==> src/rtl/restoring_divider_8bit_pkg.sv <==
// Shared arithmetic-unit constants for the divider: default operand width,
// FSM state encoding and the iteration-counter width helper.
package restoring_divider_8bit_pkg;

  localparam int ALU_WIDTH = 8;

  typedef enum logic [1:0] {
    ST_IDLE = 2'd0,
    ST_RUN  = 2'd1,
    ST_DONE = 2'd2
  } div_state_t;

  // The step counter must hold the value WIDTH itself, hence the extra bit.
  function automatic int cnt_width(input int width);
    return $clog2(width) + 1;
  endfunction

endpackage

==> src/rtl/restoring_divider_8bit_div_step.sv <==
// One restoring-division step: shift the next dividend bit into the partial
// remainder, try subtracting the divisor, keep the result only if no borrow.
module restoring_divider_8bit_div_step
  import restoring_divider_8bit_pkg::*;
#(
  parameter int WIDTH = ALU_WIDTH
) (
  input  logic [WIDTH:0]   r_in,
  input  logic [WIDTH-1:0] q_in,
  input  logic [WIDTH-1:0] divisor,
  output logic [WIDTH:0]   r_out,
  output logic [WIDTH-1:0] q_out
);

  logic [WIDTH+1:0] shifted;
  logic [WIDTH+1:0] trial;
  logic             borrow;

  // Trial subtraction one bit wider than R so the top bit is the borrow.
  always_comb begin
    shifted = {r_in, q_in[WIDTH-1]};
    trial   = shifted - {2'b00, divisor};
    borrow  = trial[WIDTH+1];
    r_out   = borrow ? shifted[WIDTH:0] : trial[WIDTH:0];
    q_out   = {q_in[WIDTH-2:0], ~borrow};
  end

endmodule

==> src/rtl/restoring_divider_8bit.sv <==
// Multi-cycle unsigned restoring divider. Start is accepted in IDLE; a zero
// divisor short-circuits straight to DONE with quotient all ones.
// Handshake: start is only looked at in IDLE (one-cycle request, no ready);
// done is a one-cycle pulse, and quotient/remainder/div_by_zero are valid
// from that pulse until the next accepted start. busy covers the RUN cycles.
module restoring_divider_8bit
  import restoring_divider_8bit_pkg::*;
#(
  parameter int WIDTH = ALU_WIDTH
) (
  input  logic             clk,
  input  logic             rst,
  input  logic             start,
  input  logic [WIDTH-1:0] dividend,
  input  logic [WIDTH-1:0] divisor,
  output logic [WIDTH-1:0] quotient,
  output logic [WIDTH-1:0] remainder,
  output logic             busy,
  output logic             done,
  output logic             div_by_zero,
  output logic [1:0]       dbg_state
);

  localparam int              CW        = cnt_width(WIDTH);
  localparam logic [CW-1:0]   LAST_STEP = CW'(WIDTH - 1);

  div_state_t       state, state_nxt;
  logic [WIDTH:0]   r_q, r_nxt;
  logic [WIDTH-1:0] q_q, q_nxt;
  logic [WIDTH-1:0] d_q;
  logic [CW-1:0]    cnt_q;
  logic             accept;
  logic             last_step;

  assign accept    = (state == ST_IDLE) && start;
  assign last_step = (state == ST_RUN) && (cnt_q == LAST_STEP);
  assign busy      = (state == ST_RUN);
  assign done      = (state == ST_DONE);
  assign dbg_state = state;

  restoring_divider_8bit_div_step #(.WIDTH(WIDTH)) u_step (
    .r_in    (r_q),
    .q_in    (q_q),
    .divisor (d_q),
    .r_out   (r_nxt),
    .q_out   (q_nxt)
  );

  // State register; reset always wins and drops any division in flight.
  always_ff @(posedge clk) begin
    if (rst) state <= ST_IDLE;
    else     state <= state_nxt;
  end

  // Next-state decode.
  always_comb begin
    state_nxt = state;
    case (state)
      ST_IDLE: if (start) state_nxt = (divisor == '0) ? ST_DONE : ST_RUN;
      ST_RUN:  if (cnt_q == LAST_STEP) state_nxt = ST_DONE;
      ST_DONE: state_nxt = ST_IDLE;
      default: state_nxt = ST_IDLE;
    endcase
  end

  // Datapath: capture operands on accept, one step per RUN cycle, and
  // publish the final step's outputs directly into the result registers.
  always_ff @(posedge clk) begin
    if (rst) begin
      r_q         <= '0;
      q_q         <= '0;
      d_q         <= '0;
      cnt_q       <= '0;
      quotient    <= '0;
      remainder   <= '0;
      div_by_zero <= 1'b0;
    end else if (accept) begin
      r_q         <= '0;
      q_q         <= dividend;
      d_q         <= divisor;
      cnt_q       <= '0;
      div_by_zero <= (divisor == '0);
      if (divisor == '0) begin
        quotient  <= '1;
        remainder <= dividend;
      end
    end else if (state == ST_RUN) begin
      r_q   <= r_nxt;
      q_q   <= q_nxt;
      cnt_q <= cnt_q + CW'(1);
      if (last_step) begin
        quotient  <= q_nxt;
        remainder <= r_nxt[WIDTH-1:0];
      end
    end
  end

endmodule

==> config.mk <==
export PLATFORM = sky130hd
export DESIGN_NAME = restoring_divider_8bit
export DESIGN_NICKNAME = d
export VERILOG_FILES = /design/src/rtl/restoring_divider_8bit_pkg.sv /design/src/rtl/restoring_divider_8bit_div_step.sv /design/src/rtl/restoring_divider_8bit.sv
export SDC_FILE = /design/constraint.sdc
export NUM_CORES = 1
export LEC_CHECK = 0
export BUFFER_PORTS_ARGS = -buffer_cell sky130_fd_sc_hd__buf_2
export CORE_UTILIZATION = 35
export CTS_CLUSTER_SIZE = 28
export DETAILED_ROUTE_END_ITERATION = 16
export PLACE_DENSITY = 0.54
export SLEW_MARGIN = 20
export SYNTH_ARGS = -nofsm -noshare
export SYNTH_HDL_FRONTEND = slang
export SYNTH_SLANG_ARGS = --single-unit
==> constraint.sdc <==
create_clock -name clk -period 5.05 [get_ports clk]
set_clock_uncertainty 0.2 [all_clocks]
set_input_delay 0.505 -clock clk [delete_from_list [all_inputs] [get_ports clk]]
set_output_delay 0.505 -clock clk [all_outputs]
set_load 0.01 [all_outputs]
# --- Word-level counts from Yosys, hierarchy flattened ---
# Index checks and enable logic that the tools add are counted.
word_totals:
  register_bits: 48
  output_inout_bits: 21
  inputBits: 19
op_classes:
  reduce_logical: 9
  n_addsub: 2
  bitwise_logic: 1
  n_eq_ne: 6
  mux: 15
ops:
  columns: ["operator", "count"]
  rows:
  - ["8-bit two-way mux", 10]
  - ["10-bit by 8-bit subtractor with 10-bit output", 1]
  - ["9-bit two-way mux", 1]
  - ["8-bit zero test", 1]
  - ["2-bit two-way mux", 3]
  - ["4-bit by 1-bit adder with 4-bit output (second input constant)", 1]
  - ["4-bit by 3-bit == test with 1-bit output (second input constant)", 1]
  - ["2-bit by 1-bit inequality test with 1-bit output (second input constant)", 2]
  - ["2-bit one-hot mux with 2 select lines", 1]
  - ["2-bit nonzero test", 2]
  - ["3-bit AND reduction", 1]
  - ["2-bit by 1-bit == test with 1-bit output (second input constant)", 1]
  - ["2-bit == test (second input constant)", 1]
  - ["1-bit logical AND", 2]
  - ["2-bit zero test", 1]
  - ["2-bit inequality test (second input constant)", 1]
  - ["2-bit AND reduction", 1]
  - ["2-bit OR reduction", 1]
  - ["1-bit NOT", 1]

# --- Longest topological paths before layout ---
logic_depth:
  word_depth: 5
  mapped_depth: 10
  mapped_depth_nobuf: 10

# --- Hierarchy ---
# From an unflattened synthesis, not the netlist that was laid out.
unflattened:
  cells_unflattened: 303
  area_unflattened_um2: 2632.5
modules_own_cells:
  columns: ["mod", "area_per_inst_um2", "cells_per_inst", "seq_area_each_um2", "n_inst"]
  rows:
  - ["restoring_divider_8bit", 2014.4, 224, 960.9, 1]
  - ["restoring_divider_8bit_div_step", 618.1, 79, 0.0, 1]

# --- Least setup slack after synthesis ---
# Ideal clock, no wire load.
synth_timing:
  kind: "register to register"
  start: "register d_q[1]"
  end: "register remainder[4]"
  path_slack_ps: 2140
  stages_incl_launch_ff: 11
  t_arrival_ps: 2579
  path_cell_list: "dfxtp_1 -> inv_1 -> ha_1 -> nor2b_1 -> o31a_1 -> o41a_1 -> a211o_1 -> xor2_1 -> buf_6 -> mux2i_1 -> o22ai_1"
synth_between:
  elab_chain_cells: 5
synth_lines:
  columns: ["item", "line_no", "text"]
  rows:
  - ["start: declaration", "restoring_divider_8bit.sv:30", "logic [WIDTH-1:0] d_q;"]
  - ["start signal: assignment", "restoring_divider_8bit.sv:80", "d_q <= divisor;"]
  - ["10-bit by 8-bit subtractor with 10-bit output", "restoring_divider_8bit_div_step.sv:22", "trial = shifted - {2'b00, divisor};"]
  - ["9-bit two-way mux", "restoring_divider_8bit_div_step.sv:24", "r_out = borrow ? shifted[WIDTH:0] : trial[WIDTH:0];"]
  - ["8-bit two-way mux", "restoring_divider_8bit.sv:91", "if (last_step) begin"]
  - ["8-bit two-way mux", "restoring_divider_8bit.sv:87", "end else if (state == ST_RUN) begin"]
  - ["8-bit two-way mux", "restoring_divider_8bit.sv:77", "end else if (accept) begin"]
  - ["end signal: assignment", "restoring_divider_8bit.sv:85", "remainder <= dividend;"]
  - ["end signal: assignment", "restoring_divider_8bit.sv:93", "remainder <= r_nxt[WIDTH-1:0];"]
  - ["end: declaration", "restoring_divider_8bit.sv:17", "output logic [WIDTH-1:0] remainder,"]
# No other way between the ends. The select of a mux whose other input is x is not followed.
# A chain may end at the register's enable or synchronous reset.

# --- Final worst setup path ---
layout_timing:
  start: "register d_q[1]"
  end: "register remainder[0]"
# Same word-level chain as after synthesis.

==> flow_metrics.tcl <==
set metrics [dict create \
    startpoint_type "flop" \
    outcome "completed" \
    crit_start "d_q[1]$_SDFFE_PP0P_" \
    synthesis.area_per_instance_um2 8.02 \
    ys_types 46 \
    setup_viol 0 \
    fp.dieW_um 83.2 \
    fin_ws_ps 1990 \
    netlist_area_mm2 0.00231 \
    drt-pass1-iter-count 4 \
    powerDensity_mw_per_mm2 314 \
    grt_pass1_vias 1978 \
    clockBufferDepth 2 \
    cts_sinks 48 \
    syn_inst 288 \
    pre_cts_ws_ps 2010 \
    antennaDiodeCount 0 \
    clock_latency_ps 300 \
    fin_crit_ps 3060 \
    ys_warn_count 0 \
    async_flop_share_pct 0 \
    area_delta_synth_final_pct 14.4 \
    finalCritPeriodShare_pct 60.6 \
    cts_max_level 2 \
    wl_per_cell_um 13.6 \
    placedCellCount 391 \
    seq_area_frac_synth_pct 41.6 \
    ctsHoldBuffers 0 \
    drive_above_1_share_pct 15.8 \
    final_common_cell "nand2_1" \
    grt_max_degree 42 \
    cts_tree "done" \
    synth_nets 317 \
    dieHeight_um 83.2 \
    cts-resized-gates 0 \
    num_vias 2060 \
    tns_ps 0 \
    rr_startpoint "d_q[1]$_SDFFE_PP0P_" \
    cts_setup_buffers 0 \
    worstMarginPinSlew_ps 792 \
    setup.worst_path.end "remainder[0]$_SDFFE_PP0P_" \
    io_buffers 39 \
    critPathKind "flop to flop" \
    start_util_pct 36.4 \
    totalWireLength_mm 5.44 \
    relSlewSlack_pct 47.2 \
    leakage_nw 1.04 \
    grt_overflow_total 0 \
    cts_root_buffer "clkbuf_8" \
    most-common-layout-cells "nand2_1, dfxtp_1, buf_2" \
    final-instance-count-excl-fill 399 \
    worstPathArrival_ps 3090 \
    row_count 29 \
    required_ps 5080 \
    finalPower_mw 0.830 \
    max_freq_mhz 327 \
    cts_buffers 5 \
    dieArea_mm2 0.00693 \
    rrSetupSlack_ps 1990 \
    reg2reg_to "remainder[0]$_SDFFE_PP0P_" \
    antenna_found_initial 0 \
    drv_slew 0 \
    clkTransAtPathRegs_ps 90 \
    ys.flop_type "dfxtp_1" \
    avgViaCountPerCell 5.16 \
    ys_ff_latch 48 \
    finalHoldViolations 0 \
    cp_max_fo 13 \
    grt_setup_unrepaired "false" \
    place.gp.congestion 0.765 \
    nNetsFinal 350 \
    fillers 675 \
    gr-usage-all-layers_pct 16.7 \
    drc 0 \
    r2r_cells 10 \
    drt_iter0_drc 78 \
    hold_path_class "primary input to flop" \
    ir_worst_vdd_mv 0.139 \
    core_mm2 0.00635 \
    maxCapViolations 0 \
    postRouteAntennaNets 0 \
    dp_hpwl_mm 3.88 \
    endpoint_kind "flop" \
    synth-edff-count 0 \
    final_util_pct 41.6 \
    ioPinCount 40 \
    grt_pass1_wl_mm 9.32 \
]
state kept, by name, summed over array words and instances, names as in the netlist:
name and cells:
d_q 8, dbg_state 2, div_by_zero 1, cnt_q 4, quotient 8, r_q 9, remainder 8, q_q 8
cells in the mapped netlist (all sizes together) (2+ instances only):
master / number / share of area [%]
nor4: 3 / 0.81
nand2: 54 / 8.8
nor4b: 2 / 1.0
nand3: 5 / 1.1
o22ai: 5 / 1.4
a211oi: 3 / 0.98
a311o: 2 / 0.87
mux2: 2 / 0.98
xnor2: 5 / 1.9
a31oi: 8 / 2.2
nand2b: 3 / 0.81
o21a: 4 / 1.3
nor2: 32 / 5.2
dfxtp: 48 / 42
ha: 9 / 4.9
o21ai: 14 / 3.0
a21oi: 20 / 4.3
a22oi: 2 / 0.65
or2: 2 / 0.54
nor2b: 3 / 0.81
xor2: 3 / 1.1
clkbuf: 12 / 2.0
inv: 11 / 1.8
nand3b: 3 / 0.98
nor3: 11 / 2.4
mux2i: 5 / 2.2
buf: 2 / 0.65
how the worst min path moves through the flow:
stage,from,to,slack (ps),cells after the start
after CTS,divisor[2],d_q[2]$_SDFFE_PP0P_,240,3
after floorplan,d_q[2]$_SDFFE_PP0P_,d_q[2]$_SDFFE_PP0P_,240,2
final,divisor[2],d_q[2]$_SDFFE_PP0P_,250,3
after detailed placement,d_q[3]$_SDFFE_PP0P_,d_q[3]$_SDFFE_PP0P_,250,2
after global placement,d_q[2]$_SDFFE_PP0P_,d_q[2]$_SDFFE_PP0P_,250,2
after global routing,divisor[3],d_q[3]$_SDFFE_PP0P_,240,3
cell type report:
type / instances / area (µm²) / area share, %
clock inverters: 1 / 7.51 / 0.284
clock buffers: 7 / 86.3 / 3.27
repair buffers: 40 / 203 / 7.67
flip-flops and latches: 48 / 961 / 36.4
multi-input cells: 215 / 1250 / 47.2
inverters: 11 / 41.3 / 1.56
well taps: 77 / 96.3 / 3.65
per-stage QoR:
stage | hold WS [ps] | area (µm²)
after floorplan | 236 | 2310
after global placement | 248 | 2550
after detailed placement | 250 | 2550
after CTS | 238 | 2640
after global routing | 241 | 2640
final | 245 | 2640
report_power, final:
part	switching, mW	internal [mW]
Sequential	0.0114	0.393
Clock	0.134	0.112
Combinational	0.104	0.0762
metal layers:
layer / vias to the layer above / global-route usage (%) / wire (µm)
met1: 956 / 22.2 / 2770
met4: 0 / 5.64 / 51
met2: 29 / 27.0 / 2470
met5: - / 0 / 0
li1: 1069 / - / -
met3: 6 / 3.08 / 150
critical path: stages, from the launching register on:
cell and delay, ps:
dfxtp_1 380, inv_1 60, ha_1 250, nor2b_1 140, o31a_1 270, o41a_1 450
a211o_1 360, xor2_1 140, buf_4 240, mux2_1 360, o22ai_1 120
logic make-up after synthesis:
logic type               after synthesis  share of synthesized area (%)
AO/OA/AOI/OAI                         68                           18.5
XOR/XNOR                               8                           3.03
adder cells (fa/ha/maj)               10                           5.74
buffers and inverters                 25                           4.39
flip-flops                            48                           41.6
multiplexers                           7                           3.14
AND/OR/NAND/NOR                      122                           23.6
(Power assumes the default switching activity.)
